**config.mk**
```make
export PLATFORM = sky130hd
export DESIGN_NAME = nx_msg_packer
export DESIGN_NICKNAME = d
export VERILOG_FILES = /design/src/rtl/nx_msg_packer.sv
export SDC_FILE = /design/constraint.sdc
export NUM_CORES = 1
export LEC_CHECK = 0
export ABC_AREA = 1
export CORE_UTILIZATION = 40
export CTS_CLUSTER_DIAMETER = 150
export DETAILED_ROUTE_END_ITERATION = 7
export PLACE_DENSITY_LB_ADDON = 0.1
export SKIP_LAST_GASP = 1
export SLEW_MARGIN = 5
export SYNTH_ARGS = -nofsm -noshare
export SYNTH_HDL_FRONTEND = slang
export SYNTH_SLANG_ARGS = --single-unit
```
**constraint.sdc**
```tcl
create_clock -name clk_i -period 2.07 [get_ports clk_i]
set_input_delay 0.414 -clock clk_i [delete_from_list [all_inputs] [get_ports clk_i]]
set_output_delay 0.414 -clock clk_i [all_outputs]
set_load 0.01 [all_outputs]
```
**src/rtl/nx_msg_packer.sv**
```systemverilog
// nx_msg_packer: packs 31-bit Nexus messages into AXI4-stream beats of
// SLOTS = AXI4_DATA_WIDTH/32 slots. Each slot is {valid, message}. A partial
// beat is flushed after FLUSH_TIMEOUT idle cycles, and tlast closes a packet
// on a flush or on the PKT_BEATS-th beat.
// Optional statistics outputs are enabled with `define NX_MSG_PACKER_STATS_EN.
module nx_msg_packer #(
  parameter int AXI4_DATA_WIDTH = 128,
  parameter int AXI4_STRB_WIDTH = AXI4_DATA_WIDTH/8,
  parameter int FLUSH_TIMEOUT   = 16,
  parameter int PKT_BEATS       = 8
) (
  input  logic                       clk_i,
  input  logic                       rstn_i,
  input  logic [30:0]                ib_nx_data_i,
  input  logic                       ib_nx_valid_i,
  output logic                       ib_nx_ready_o,
  output logic [AXI4_DATA_WIDTH-1:0] ob_axi4s_tdata_o,
  output logic [AXI4_STRB_WIDTH-1:0] ob_axi4s_tkeep_o,
  output logic                       ob_axi4s_tlast_o,
  output logic                       ob_axi4s_tvalid_o,
  input  logic                       ob_axi4s_tready_i,
  output logic                       idle_o
`ifdef NX_MSG_PACKER_STATS_EN
  ,
  output logic [31:0]                stat_msgs_o,
  output logic [31:0]                stat_beats_o,
  output logic [15:0]                stat_flushes_o
`endif
);

  localparam int SLOTS = AXI4_DATA_WIDTH/32;
  localparam int CW    = $clog2(SLOTS + 1);
  localparam int BW    = $clog2(PKT_BEATS + 1);

  logic [AXI4_DATA_WIDTH-1:0] acc_data;
  logic [CW-1:0]              acc_count;
  logic                       acc_flush;
  logic [7:0]                 idle_cnt;
  logic [BW-1:0]              beat_cnt;

  logic        acc_full;
  logic        acc_send;
  logic        move;
  logic        accept;
  logic        idle_cycle;
  logic        flush_set;
  logic        last_next;
  logic [31:0] slot_word;

  assign acc_full   = (acc_count == CW'(SLOTS));
  assign acc_send   = acc_full | acc_flush;
  assign move       = acc_send & (~ob_axi4s_tvalid_o | ob_axi4s_tready_i);
  assign ib_nx_ready_o = ~acc_send | move;
  assign accept     = ib_nx_valid_i & ib_nx_ready_o;
  assign slot_word  = {1'b1, ib_nx_data_i};
  // A partially filled accumulator with nothing arriving is an idle cycle.
  assign idle_cycle = (acc_count != '0) & ~acc_full & ~acc_flush & ~accept & ~move;
  // An acceptance in the same cycle suppresses the timeout (idle_cycle is low).
  assign flush_set  = idle_cycle & (idle_cnt == 8'(FLUSH_TIMEOUT - 1));
  assign last_next  = acc_flush | (beat_cnt == BW'(PKT_BEATS - 1));
  assign ob_axi4s_tkeep_o = '1;
  assign idle_o     = (acc_count == '0) & ~ob_axi4s_tvalid_o;

  // Accumulator: fill slots in order, clear on move, arm flush on idle timeout.
  always_ff @(posedge clk_i or negedge rstn_i) begin
    if (!rstn_i) begin
      acc_data  <= '0;
      acc_count <= '0;
      acc_flush <= 1'b0;
      idle_cnt  <= '0;
    end else if (move) begin
      acc_flush <= 1'b0;
      idle_cnt  <= '0;
      if (accept) begin
        acc_data  <= AXI4_DATA_WIDTH'(slot_word);
        acc_count <= CW'(1);
      end else begin
        acc_data  <= '0;
        acc_count <= '0;
      end
    end else if (accept) begin
      for (int k = 0; k < SLOTS; k++) begin
        if (acc_count == CW'(k)) acc_data[32*k +: 32] <= slot_word;
      end
      acc_count <= acc_count + CW'(1);
      idle_cnt  <= '0;
    end else if (flush_set) begin
      acc_flush <= 1'b1;
      idle_cnt  <= 8'(FLUSH_TIMEOUT);
    end else if (idle_cycle) begin
      idle_cnt  <= idle_cnt + 8'd1;
    end
  end

  // Output register and packet position. beat_cnt tracks beats committed to
  // the output register; every committed beat is emitted later in order, so
  // this equals the emitted-beat position of the beat being loaded.
  always_ff @(posedge clk_i or negedge rstn_i) begin
    if (!rstn_i) begin
      ob_axi4s_tdata_o  <= '0;
      ob_axi4s_tlast_o  <= 1'b0;
      ob_axi4s_tvalid_o <= 1'b0;
      beat_cnt          <= '0;
    end else if (move) begin
      ob_axi4s_tdata_o  <= acc_data;
      ob_axi4s_tlast_o  <= last_next;
      ob_axi4s_tvalid_o <= 1'b1;
      beat_cnt          <= last_next ? '0 : beat_cnt + BW'(1);
    end else if (ob_axi4s_tready_i) begin
      ob_axi4s_tvalid_o <= 1'b0;
    end
  end

`ifdef NX_MSG_PACKER_STATS_EN
  // Wrapping event counters for accepted messages, emitted beats and flushes.
  always_ff @(posedge clk_i or negedge rstn_i) begin
    if (!rstn_i) begin
      stat_msgs_o    <= '0;
      stat_beats_o   <= '0;
      stat_flushes_o <= '0;
    end else begin
      if (accept) stat_msgs_o <= stat_msgs_o + 32'd1;
      if (ob_axi4s_tvalid_o && ob_axi4s_tready_i) stat_beats_o <= stat_beats_o + 32'd1;
      if (flush_set) stat_flushes_o <= stat_flushes_o + 16'd1;
    end
  end
`else
  // Statistics disabled: no counters are built.
`endif

endmodule
```
==> results by group <==
Worst setup path
  • Critical path arrival: 1.61 ns
  • Critical path startpoint category: flop
  • Setup slack of the worst register-to-register path: 0.35 ns
  • Crit end category: output port
  • Worst setup path class: reg2out
  • RR Startpoint: acc_count[1]
  • Critical path data required time: 1.66 ns
  • Destination of the worst register-to-register timing path: acc_data[39]
  • Worst-path cell chain: inv_2, ha_4, nand2_4, nand2_4, nand2_1, clkdlybuf4s15_2
  • CP max-delay cell: dfrtp_1
  • Delay contributed by the slowest stage of the critical path: roughly 0.40 ns
  • Worst Reg2Reg Path Length in Cells: 11
  • CP dominant cell by count: nand2_4
  • Maximum fanout along the worst path: 3

Die
  • Horiz. Die Dim: roughly 170 µm
  • Initial cell density of the core: 0.410
  • # IOs: 183
  • Vertical extent of the die: 166 µm
  • Row Count: 59
  • Die ar.: 27400 µm²
  • Area of the core: 26100 µm²

Power and ir drop
  • Worst supply voltage drop on vdd: 0.000652 V
  • Power Dens Cells: 1550 nW/µm²
  • Leakage power of the design: 0.00673 µW

Placed design
  • Area post-placement: about 13000 µm²
  • Total placed cells including tap cells: between 1500 and 2000
  • Worst setup slack after placement: 0.0490 ns
  • Number of port buffers: around 170
  • Post-DP HPWL: 16.6 mm
  • Placer's final routability congestion estimate: ~0.75

Status
  • Status: finished with violations
  • Violations in the final reports: DRC

CTS
  • Maximum clock path buffer count: 3
  • Number of H-tree branching levels: 1
  • Reg clk slew, reported paths: 0.06 ns
  • CTS tree: done
  • CTS buffer count: 30
  • Root buf cell: clkbuf_16
  • Clock net sink count: about 270
  • Clk Latency, worst-skew pair: around 0.55 ns

Global route
  • GRT Overall Usage: 0.188
  • Most utilized layer in the global route result: met2
  • Number of antenna violations at the first check in global routing: 0
  • Global route total overflow: 0
  • Vias in the first global route: 7748
  • Met3 track demand over resource: 0.0361
  • Pin count of the biggest net entering global routing: 77
  • M2 GR Usage: 0.295
  • Routing usage on met1: 0.271
  • Global-route wire length before repair: 41.7 mm

Finish
  • Area growth from synthesis to layout: 32.7%
  • Fraction of final layout cells sized beyond drive strength 1: 0.0917
  • Number of antenna diodes: 0
  • Non-Filler Instances: 1676
  • Final Net Count: between 1000 and 1500
  • Number of filler cells placed in the layout: 2387
  • Final Cell Area: between 10000 and 15000 µm²

Synthesis
  • Number of flops mapped to enable cells by yosys: 0
  • Most instantiated flip-flop cell in the synthesis netlist: dfrtp_1
  • Warnings, synthesis: 0
  • Average cell area after synthesis: 9.51 µm²
  • Synth area leader: dfrtp_1
  • Number of synthesized register bits: ~270
  • Synth top area cells: dfrtp_1, o21ai_0, nand2_1
  • Yosys cell types: 25
  • Share of the synthesized area in the top cell type: 0.640
  • Area of the mapped netlist: 10700 µm²
  • Async set or reset register ratio after synthesis: 1.00
  • Cells after synthesis: 1127
  • Post-synthesis sequential area ratio: 0.640

Route
  • Remaining antenna violation count: 0
  • Final Routed Wirelength: 25.3 mm
  • Number of vias after detailed routing: 7805
  • Post-detailed-route wirelength per cell: 15.1 µm
  • Detailed-routing iteration count for the pre-antenna-repair pass: 6
  • First DRT Iteration DRCs: 507
  • Average via count per standard cell: 4.66
  • Number of remaining DRC errors: 28

STA
  • Final Worst Setup Slack: roughly 0.047 ns
  • Final-report setup violation count: 0
  • Number of pins exceeding their max-slew limit in the final report: 0
  • Setup_tns: 0 ns
  • Number of hold violations in the final report: 0
  • Worst setup skew after layout: 0.0184 ns
  • Final period demand of the worst path: 2.02 ns
  • Worst-case hold slack: 0.347 ns
  • Final critical-path share of the clock period: 0.977
  • Max Freq: 0.494 GHz

Run
  • Max-capacitance violation count: 0

Worst hold path
  • Class of the worst hold path: in2async
-- registers in the layout, indices dropped and copies added (netlist names) --
signal and cells:
ob_axi4s_tlast_o 1, ob_axi4s_tdata_o 128, ob_axi4s_tvalid_o 1, acc_count 3, acc_flush 1, acc_data 128, idle_cnt 8, beat_cnt 4
-- critical path: cells and delay by family (launching register included) --
family / cells / cell delay [ns]
flops: 1 / 0.40
simple gates: 3 / 0.19
fa+ha+maj: 1 / 0.16
buf+inv: 2 / 0.31
-- synthesized netlist by cell type (2+ instances only) --
library cell and instances:
nand2_2 3, clkbuf_2 2, xnor2_1 2, nand3_4 2
buf_2 38, nor3_1 5, clkbuf_1 15, dfrtp_1 274
inv_1 173, buf_4 18, xor2_1 2, nor2_1 47
o22ai_1 32, inv_2 3, a21oi_1 6, nand2_1 251
nand3_1 10, o21ai_0 215, o21ai_1 17, ha_1 7
-- placed cells by master, fill, tap and decap left out, drive strengths merged, types with 12 or more instances in the layout --
master	instances
nand2	255
clkbuf	42
inv	176
o21ai	233
buf	51
clkdlybuf4s50	163
o22ai	32
nor2	47
dfrtp	274
nand3	12
conb	16
-- cell families after synthesis --
logic type	Yosys count	synth area share
adders and majority gates	7	0.00817
xor gates and xnor gates	4	0.00327
and+or+nand+nor	320	0.118
other	1	0.000350
AOI/OAI and AO/OA	272	0.132
buffers and inverters	249	0.0982
DFF	274	0.640
-- area by class of cell --
class	instances	area [µm²]	share of cell area
Timing Repair Buffer	216	2340	0.165
Clock inverter	14	123	0.00862
Multi-Input combinational cell	619	2930	0.206
Clock buffer	42	887	0.0624
Tap cell	335	419	0.0295
Inverter	176	661	0.0465
Sequential cell	274	6860	0.482
-- how the worst max path moves through the flow --
stage / startpoint / to / slack (ns) / depth (start not counted)
finish: acc_count[1] / ib_nx_ready_o / 0.05 / 6
global route: acc_count[1] / ib_nx_ready_o / -0.01 / 6
CTS: acc_count[1] / ib_nx_ready_o / -0.01 / 6
detailed placement: ob_axi4s_tready_i / ib_nx_ready_o / 0.05 / 6
global placement: ob_axi4s_tready_i / ib_nx_ready_o / 0.05 / 6
floorplan: acc_count[0] / acc_data[10] / 0.48 / 10
-- routing by layer --
metal  wire [µm]  vias up
li1            -     3882
met1       12100     3716
met2       11300      174
met3        1460       33
met4         391        0
met5           0        -
-- power by group --
| part | switching [µW] | total (µW) | internal (µW) |
|---|---|---|---|
| Clock | 2130 | 5350 | 3220 |
| Sequential | 988 | 8540 | 7550 |
| Combinational | 4320 | 8200 | 3880 |
| Total | 7440 | 22100 | 14600 |
-- through the flow --
stage / util / power [µW]
2_1_floorplan: - / 12500
3_3_place_gp: 0.501 / 16500
3_5_place_dp: 0.501 / 16700
4_1_cts: 0.542 / 22300
5_1_grt: 0.544 / 23700
6_report: 0.544 / 22100
-- what timing repair did --
item,4_1_cts,5_1_grt
buffers inserted,4,6
hold buffers,1,0
endpoints found under the setup margin,2,2
resized for setup,11,4
endpoints found under the hold margin,33,0
pin swaps,1,3
cloned,0,0
(Power assumes the default switching activity.)
